`src/rtl/riscv_alu_issue.sv`:
```
// riscv_alu_issue: ID->EX issue register for the 64-bit core.
// Decodes opcode/funct3/funct7[5] into an ALU control code, selects the ALU
// operands, and holds them in a single valid/ready stage. Branches are
// resolved combinationally from the registered funct3 and the ALU flags.

`ifndef ALU_ADD
`define ALU_ADD 4'b0000
`endif
`ifndef ALU_SUB
`define ALU_SUB 4'b0001
`endif
`ifndef ALU_AND
`define ALU_AND 4'b0010
`endif
`ifndef ALU_OR
`define ALU_OR  4'b0011
`endif
`ifndef ALU_SLL
`define ALU_SLL 4'b0100
`endif
`ifndef ALU_SRL
`define ALU_SRL 4'b0101
`endif

module riscv_alu_issue #(
  // Only 64 is supported: shift amounts are taken as 6 bits.
  parameter int XLEN = 64
) (
  input  logic            clk_i,
  input  logic            rst_ni,
  input  logic            id_valid_i,
  output logic            id_ready_o,
  input  logic [6:0]      id_opcode_i,
  input  logic [2:0]      id_funct3_i,
  input  logic            id_funct7b5_i,
  input  logic [XLEN-1:0] id_rs1_i,
  input  logic [XLEN-1:0] id_rs2_i,
  input  logic [XLEN-1:0] id_imm_i,
  input  logic [XLEN-1:0] id_pc_i,
  input  logic            flush_i,
  output logic [3:0]      alu_control_o,
  output logic [XLEN-1:0] alu_a_o,
  output logic [XLEN-1:0] alu_b_o,
  input  logic [XLEN-1:0] alu_result_i,
  input  logic            alu_zero_i,
  input  logic            alu_lt_i,
  output logic            ex_valid_o,
  input  logic            ex_ready_i,
  output logic [XLEN-1:0] ex_result_o,
  output logic            ex_is_branch_o,
  output logic            branch_taken_o,
  output logic [XLEN-1:0] branch_target_o,
  output logic            illegal_o
);

  localparam logic [6:0] OP_R  = 7'b0110011;
  localparam logic [6:0] OP_I  = 7'b0010011;
  localparam logic [6:0] OP_LD = 7'b0000011;
  localparam logic [6:0] OP_ST = 7'b0100011;
  localparam logic [6:0] OP_BR = 7'b1100011;

  localparam logic [2:0] F3_BEQ = 3'b000;
  localparam logic [2:0] F3_BNE = 3'b001;
  localparam logic [2:0] F3_BLT = 3'b100;

  // Everything the EX stage needs about one instruction.
  typedef struct packed {
    logic [3:0]      ctrl;
    logic [XLEN-1:0] a;
    logic [XLEN-1:0] b;
    logic [XLEN-1:0] target;
    logic [2:0]      funct3;
    logic            is_branch;
    logic            illegal;
  } ex_req_t;

  ex_req_t dec;
  ex_req_t ex_q;
  logic    ex_valid_q;
  logic    capture;
  logic    xfer;

  // Ready is independent of id_valid_i so decode can use it to steer.
  assign id_ready_o = !ex_valid_q || ex_ready_i;
  assign capture    = id_valid_i && id_ready_o && !flush_i;
  assign xfer       = ex_valid_q && ex_ready_i;

  // Decode the offered instruction into the next EX register contents.
  always_comb begin
    dec         = '0;
    dec.ctrl    = `ALU_ADD;
    dec.funct3  = id_funct3_i;
    dec.target  = id_pc_i + id_imm_i;
    dec.illegal = 1'b0;
    unique case (id_opcode_i)
      OP_R: begin
        dec.a = id_rs1_i;
        dec.b = id_rs2_i;
        case (id_funct3_i)
          3'b000: dec.ctrl = id_funct7b5_i ? `ALU_SUB : `ALU_ADD;
          3'b001: dec.ctrl = `ALU_SLL;
          // funct7b5=1 (arithmetic right shift) decodes as illegal.
          3'b101: begin
            dec.ctrl    = `ALU_SRL;
            dec.illegal = id_funct7b5_i;
          end
          3'b111: dec.ctrl = `ALU_AND;
          3'b110: dec.ctrl = `ALU_OR;
          default: dec.illegal = 1'b1;
        endcase
      end
      OP_I: begin
        dec.a = id_rs1_i;
        dec.b = id_imm_i;
        case (id_funct3_i)
          3'b000: dec.ctrl = `ALU_ADD;
          3'b111: dec.ctrl = `ALU_AND;
          3'b110: dec.ctrl = `ALU_OR;
          // Immediate shifts carry a 6-bit shamt; upper imm bits must be clear.
          3'b001: begin
            dec.ctrl    = `ALU_SLL;
            dec.illegal = |id_imm_i[11:6];
          end
          3'b101: begin
            dec.ctrl    = `ALU_SRL;
            dec.illegal = |id_imm_i[11:6];
          end
          default: dec.illegal = 1'b1;
        endcase
      end
      OP_LD, OP_ST: begin
        dec.a = id_rs1_i;
        dec.b = id_imm_i;
      end
      OP_BR: begin
        dec.a         = id_rs1_i;
        dec.b         = id_rs2_i;
        dec.ctrl      = `ALU_SUB;
        dec.is_branch = 1'b1;
        case (id_funct3_i)
          F3_BEQ, F3_BNE, F3_BLT: dec.illegal = 1'b0;
          default:                dec.illegal = 1'b1;
        endcase
      end
      default: dec.illegal = 1'b1;
    endcase
    // Illegal instructions still flow through, but drive a benign ALU op.
    if (dec.illegal) begin
      dec.ctrl      = `ALU_ADD;
      dec.a         = '0;
      dec.b         = '0;
      dec.is_branch = 1'b0;
    end
  end

  // EX register: flush beats capture; a stall simply holds the contents.
  always_ff @(posedge clk_i or negedge rst_ni) begin
    if (!rst_ni) begin
      ex_valid_q <= 1'b0;
      ex_q       <= '0;
      ex_q.ctrl  <= `ALU_ADD;
    end else if (flush_i) begin
      ex_valid_q <= 1'b0;
    end else if (capture) begin
      ex_valid_q <= 1'b1;
      ex_q       <= dec;
    end else if (xfer) begin
      ex_valid_q <= 1'b0;
    end
  end

  // Branch resolution from the registered funct3 and the live ALU flags.
  // BLT uses the sign of rs1-rs2 without overflow correction.
  always_comb begin
    branch_taken_o = 1'b0;
    if (ex_valid_q && ex_q.is_branch) begin
      case (ex_q.funct3)
        F3_BEQ:  branch_taken_o = alu_zero_i;
        F3_BNE:  branch_taken_o = !alu_zero_i;
        F3_BLT:  branch_taken_o = alu_lt_i;
        default: branch_taken_o = 1'b0;
      endcase
    end
  end

  assign alu_control_o   = ex_q.ctrl;
  assign alu_a_o         = ex_q.a;
  assign alu_b_o         = ex_q.b;
  assign ex_valid_o      = ex_valid_q;
  assign ex_result_o     = alu_result_i;
  assign ex_is_branch_o  = ex_q.is_branch;
  assign branch_target_o = ex_q.target;
  assign illegal_o       = ex_valid_q && ex_q.illegal;

endmodule

```
`config.mk`:
```
export PLATFORM = sky130hd
export DESIGN_NAME = riscv_alu_issue
export DESIGN_NICKNAME = d
export VERILOG_FILES = /design/src/rtl/riscv_alu_issue.sv
export SDC_FILE = /design/constraint.sdc
export NUM_CORES = 1
export LEC_CHECK = 0
export ABC_AREA = 1
export BUFFER_PORTS_ARGS = -buffer_cell sky130_fd_sc_hd__buf_2
export CAP_MARGIN = 20
export CORE_AREA = 2 2 232 234
export DETAILED_ROUTE_END_ITERATION = 16
export DIE_AREA = 0 0 234 236
export PLACE_DENSITY = 0.64
export SLEW_MARGIN = 0
export SYNTH_ARGS = -nofsm -noshare
export SYNTH_HDL_FRONTEND = slang
export SYNTH_SLANG_ARGS = --single-unit
```
`constraint.sdc`:
```
create_clock -name clk_i -period 3.1 [get_ports clk_i]
set_input_delay 0.62 -clock clk_i [delete_from_list [all_inputs] [get_ports clk_i]]
set_output_delay 0.62 -clock clk_i [all_outputs]
set_load 0.01 [all_outputs]
```
==> results.yml, run 1 <==
finish:
  area_growth_syn_to_layout_pct: 13.16
  final_nets: 3186
  fillCellCount: 5880
  register_area_sq_um: 5030
  fin_util: 0.3475
  stdcell_area_sq_um: 18440
  drive_gt1_frac: 0.1963
  multiInputGateArea_sq_um: 7804
  finalNonFillerCells: 3508
setup_path:
  end_kind: "flop"
  start_kind: "input port"
  worstPathRequired_ps: 3530
  cp_common_cell: "nand3_1"
  rr_startpoint: "ex_valid_o"
  slowest_stage: "fa_1"
  cp_num_buf_inv: 1
  path_max_fanout: 4
  reg2reg_setup_slack_ps: 810
  crit_type: "input port to flop"
  worstPathCellList: "buf_2 -> ha_1 -> fa_1 -> nand3_1 -> nand3_1 -> nand2_1 -> nand2_1 -> nand2_1 -> nand3_1 -> nand3_1 -> nand3b_1 -> nand3_1 -> nand2_1"
  reg2regPathDepth: 8
  reg2reg_to: "alu_b_o[36]"
  max_stage_delay_ps: 480
  path_delay_family: "simple AND/OR/NAND/NOR gates"
  worst_ep_arrival_time_ps: 2900
power:
  p_leak_uw: 0.01138
  p_per_area_nw_per_um2: 450.1
  combPwrFrac: 0.261
  p_seq_frac: 0.357
  pwr-share-clk: 0.382
  intPower_uw: 5482
  vdd_drop_max_mv: 0.2547
  p_sw_uw: 2820
  sw_frac_of_total: 0.3397
grt:
  grt_pass1_wl_um: 92290
  grt_pass1_vias: 14997
  busiest_layer: "met2"
  met3_usage: 0.05114
  grt_util_all_layers: 0.2196
  grtUsageMet2: 0.3534
  antenna_found_initial: 19
  grt_max_degree: 231
  grtUsageMet1: 0.2842
  grt.overflow.total: 0
synthesis:
  synthesis.area_sq_um: 16300
  ys_seq_area_frac: 0.3086
  ys_types: 34
  yosys_warnings: 0
  async_reset_ff_frac: 1.000
  ys_ff_latch: 201
  synthFlopType: "dfrtp_1"
  synth_edf_count: 0
  avgSynthCellArea_sq_um: 6.291
  syn-num-nets: 2993
  synthCells: 2591
timing:
  post-route-period-util: 0.7971
  rsz0062_at_grt: "false"
  hold_viol: 0
  tns_ps: 0
  max_slew_margin: 0.2431
  setup_violations: 0
  worst_slew_pin_slew_ps: 1135
  finalMaxSlewViolations: 0
  period_needed_ps: 2471
  max_freq_ghz: 0.4047
  skew_ps: 6.961
  timing.hold.ws_ps: 62.91
detailed_routing:
  wl_per_cell_um: 18.01
  route.detailed.drc: 0
  vias: 16127
  drt_pass1_iterations: 6
  initialDrtViolationCount: 1383
  antenna_left: 0
  routed_wl_um: 63190
  vias_per_cell: 4.597
cts:
  clk_pin_slew_ps: 60
  cts-root-buf: "clkbuf_16"
  cts_setup_buffers: 0
  cts_tree: "yes"
  numCtsBuffers: 25
  hold_buffers: 0
  clk_latency_ps: 540
  ctsResizeCount: 0
  cts_sinks: 201
  h-tree-depth: 1
  clk_path_buf_depth: 3
outcome:
  outcome: "finished, final reports clean"
placement:
  gp_congestion: 0.9605
  place_area_sq_um: 17550
  portBuffers: 473
  dpl.cell_count: 3453
  hpwl_um: 50200
floorplanning:
  rows: 85
  ioPinCount: 603
  core_sq_um: 53070
  die_w_um: 234
  start_util: 0.3071
  die_y_um: 236
  dieArea_sq_um: 55220
flow_run:
  max_cap_violations: 0
min_path:
  min_path_type: "input port to async pin"
==> area by class of cell <==
type,instances,share of cell area
multi-input cells,1735,0.4231
clock buffers,33,0.03772
repair buffers,498,0.1425
clock inverters,12,0.009430
well taps,696,0.04722
diodes,10,0.001357
flip-flops and latches,201,0.2727
inverters,323,0.06601
==> power groups by stage <==
| stage | Combinational, uW | Clock, uW | Sequential, uW |
|---|---|---|---|
| after floorplan | 1530 | 0 | 2960 |
| after global placement | 2170 | 0 | 3000 |
| after detailed placement | 2170 | 0 | 3010 |
| after CTS | 2180 | 3260 | 2970 |
| after global routing | 2400 | 3350 | 2990 |
| final | 2160 | 3170 | 2960 |
==> cell usage in the layout (no fill, tap or decap), drive strengths merged, types with 9 or more instances in the layout <==
cell / synthesis / routed
buf: 282 / 498
nor2: 124 / 124
inv: 323 / 323
nand4: 12 / 12
nor3: 18 / 18
nand2: 1140 / 1140
nand3b: 9 / 9
clkbuf: 50 / 33
diode: 0 / 10
dfrtp: 201 / 201
nand3: 155 / 155
xnor2: 29 / 29
o21ai: 124 / 124
ha: 63 / 63
a21oi: 46 / 46
==> cell families (layout without fill, tap and decap cells) <==
family,Yosys count,count (layout),share of synthesized area
xor gates and xnor gates,30,30,0.01612
AOI/OAI and AO/OA,176,176,0.05504
buffers and inverters,655,866,0.2138
DFF,201,201,0.3086
adders and majority gates,64,64,0.04959
other,1,11,0.0002301
and+or+nand+nor,1464,1464,0.3566
==> synthesized netlist by cell type, types with 5 or more instances <==
cell,instances,area [sq um]
nor3_1,17,85.08
dfrtp_1,201,5030
nand4_1,12,75.07
ha_1,63,788.3
a21oi_1,46,230.2
buf_4,260,1952
o21ai_0,123,615.6
xnor2_1,29,254.0
nand2_1,1139,4275
buf_1,7,26.28
nand3_1,154,770.7
nor2_1,122,457.9
buf_2,10,50.05
inv_1,322,1209
buf_6,5,56.30
nand3b_1,9,67.56
clkbuf_1,50,187.7
==> state kept, by name, indices dropped and copies added, names as in the netlist <==
| signal | cells |
|---|---|
| alu_control_o | 3 |
| ex_q | 4 |
| ex_valid_o | 1 |
| alu_b_o | 64 |
| alu_a_o | 64 |
| ex_is_branch_o | 1 |
| branch_target_o | 64 |
==> metrics by stage <==
step                      setup slack [ps]  power [uW]
after floorplan                      824.0        4492
final                                629.1        8301
after global routing                 428.6        8748
after global placement               193.7        5170
after detailed placement             138.1        5173
after CTS                            716.6        8400
==> metal layers <==
layer | routed length, um | up-vias
li1 | - | 8054
met1 | 26910 | 7261
met3 | 5397 | 115
met5 | 100 | -
met4 | 2090 | 16
met2 | 28700 | 681
==> worst max path at each step <==
stage                               end  slack [ps]  cells after the start   startpoint
finish              branch_target_o[38]         630                     13  id_imm_i[0]
detailed placement  branch_target_o[62]         140                     15  id_imm_i[0]
global placement    branch_target_o[22]         190                     11  id_imm_i[0]
CTS                 branch_target_o[62]         720                     15  id_imm_i[0]
global route        branch_target_o[62]         430                     15  id_imm_i[0]
floorplan           branch_target_o[60]         820                     14  id_imm_i[0]
Power figures use the tool's default switching activity.
==> run 2, diff against run 1 <==
--- a/config.mk
+++ b/config.mk
@@ -8,10 +8,10 @@
 export ABC_AREA = 1
 export BUFFER_PORTS_ARGS = -buffer_cell sky130_fd_sc_hd__buf_2
 export CAP_MARGIN = 20
-export CORE_AREA = 2 2 232 234
+export CORE_AREA = 2 2 237 239
 export DETAILED_ROUTE_END_ITERATION = 16
-export DIE_AREA = 0 0 234 236
-export PLACE_DENSITY = 0.64
+export DIE_AREA = 0 0 239 241
+export PLACE_DENSITY = 0.63
 export SLEW_MARGIN = 0
 export SYNTH_ARGS = -nofsm -noshare
 export SYNTH_HDL_FRONTEND = slang
==> constraint.sdc (replaced) <==
create_clock -name clk_i -period 2.32 [get_ports clk_i]
set_input_delay 0.464 -clock clk_i [delete_from_list [all_inputs] [get_ports clk_i]]
set_output_delay 0.464 -clock clk_i [all_outputs]
set_load 0.01 [all_outputs]
==> results.yml, run 2 (synthesis gave the netlist of run 1 again) <==
outcome:
  outcome: "finished, final reports clean"
cts:
  clk_pin_slew_ps: 60
  h-tree-depth: 1
  clk_latency_ps: 560
  cts-root-buf: "clkbuf_16"
  numCtsBuffers: 26
  cts_sinks: 201
  cts_tree: "yes"
  clk_path_buf_depth: 3
setup_path:
  end_kind: "output port"
  worstPathRequired_ps: 1860
  path_max_fanout: 3
  start_kind: "flop"
  worst_ep_arrival_time_ps: 1680
  reg2reg_setup_slack_ps: 560
  crit_type: "flop to output port"
floorplanning:
  core_sq_um: 54880
  die_w_um: 239
  start_util: 0.2970
  dieArea_sq_um: 57600
  rows: 86
  ioPinCount: 603
  die_y_um: 241
placement:
  dpl.cell_count: 3643
  hpwl_um: 52230
  portBuffers: 473
  gp_congestion: 0.9454
  place_area_sq_um: 19080
finish:
  fin_util: 0.3636
  stdcell_area_sq_um: 19950
  drive_gt1_frac: 0.2467
  final_common_cell: "nand2_1"
  area_growth_syn_to_layout_pct: 22.42
  finalNonFillerCells: 3697
  final_cell_mix: "1,139 x nand2_1, 472 x buf_2, 321 x inv_1"
  final_nets: 3370
detailed_routing:
  initialDrtViolationCount: 910
  route.detailed.drc: 0
  wl_per_cell_um: 17.24
  routed_wl_um: 63750
  vias_per_cell: 4.423
  vias: 16352
  antenna_left: 0
  drt_pass1_iterations: 5
grt:
  grt_pass1_vias: 15672
  grt_util_all_layers: 0.2116
  antenna_found_initial: 12
  grt_pass1_wl_um: 92470
  grt_max_degree: 102
  grt.overflow.total: 0
timing:
  skew_ps: 7.430
  rsz0062_at_grt: "false"
  timing.hold.ws_ps: 86.05
  tns_ps: 0
  finalMaxSlewViolations: 0
  hold_viol: 0
  setup_violations: 0
  max_slew_margin: 0.6411
  post-route-period-util: 0.9222
  period_needed_ps: 2140
  max_freq_ghz: 0.4674
  worst_slew_pin_slew_ps: 538.3
power:
  p_leak_uw: 0.01232
  p_per_area_nw_per_um2: 563.1
  vdd_drop_max_mv: 0.5413
flow_run:
  max_cap_violations: 0
min_path:
  min_path_type: "input port to flop"
[run 2: cell count changes in the layout (fill, tap and decap cells not counted), moves of 2 or more]
cell and delta:
buf_12 +12, buf_4 +170, bufinv_16 -4, clkbuf_16 +2, clkinv_4 +2, clkinvlp_4 -2
diode_2 -5, inv_6 +3
[run 2: layout make-up]
type	instances	area (sq um)
Antenna cell	5	12.51
Clock inverter	12	87.58
Sequential cell	201	5031
Inverter	323	1217
Clock buffer	36	759.5
Tap cell	704	880.8
Fill cell	5998	34920
Timing Repair Buffer	681	4154
Multi-Input combinational cell	1735	7810
[run 2: repair_timing]
action / 4_1_cts / 5_1_grt
pin swaps: 0 / 0
resized for setup: 1 / 2
hold buffers: 1 / 0
endpoints found under the setup margin: 1 / 1
buffers inserted: 0 / 0
hold endpoints to repair: 26 / 0
[run 2: critical path, cell delays in order (launching register included)]
cell	delay (ps)
dfrtp_1	400
nor2_1	130
xor2_1	80
a2111oi_2	220
buf_4	170
buf_2	120
[run 2: worst paths after layout]
path / startpoint / endpoint / cells past startpoint
max: ex_q[4] / branch_taken_o / 5
min: flush_i / ex_valid_o / 2
max reg2reg: ex_valid_o / branch_target_o[26] / 7
min reg2reg: branch_target_o[1] / branch_target_o[1] / 2
max in group asynchronous: rst_ni / alu_b_o[12] / 4
min in group asynchronous: rst_ni / alu_a_o[18] / 2
[run 2: stage by stage]
stage	worst slack (ps)	power, uW
global route	73.00	11900
finish	180.5	11240
global placement	-231.0	7284
CTS	35.32	11420
floorplan	200.0	6002
detailed placement	-262.0	7288
[run 2: metal layers]
metal	global-route usage	wire (um)	vias to the layer above	share of wire
li1	-	-	8414	-
met1	0.2618	26870	7228	0.42
met2	0.3491	28870	566	0.45
met3	0.05616	5485	134	0.086
met4	0.08731	2473	10	0.039
met5	0	60	-	0.00094
[run 2: power by group]
| group | internal [uW] | switching, uW | leakage, uW |
|---|---|---|---|
| clock network | 2300 | 1720 | 0.000415 |
| logic | 1290 | 1960 | 0.00921 |
| registers | 3790 | 176 | 0.00269 |
| total | 7380 | 3860 | 0.0123 |
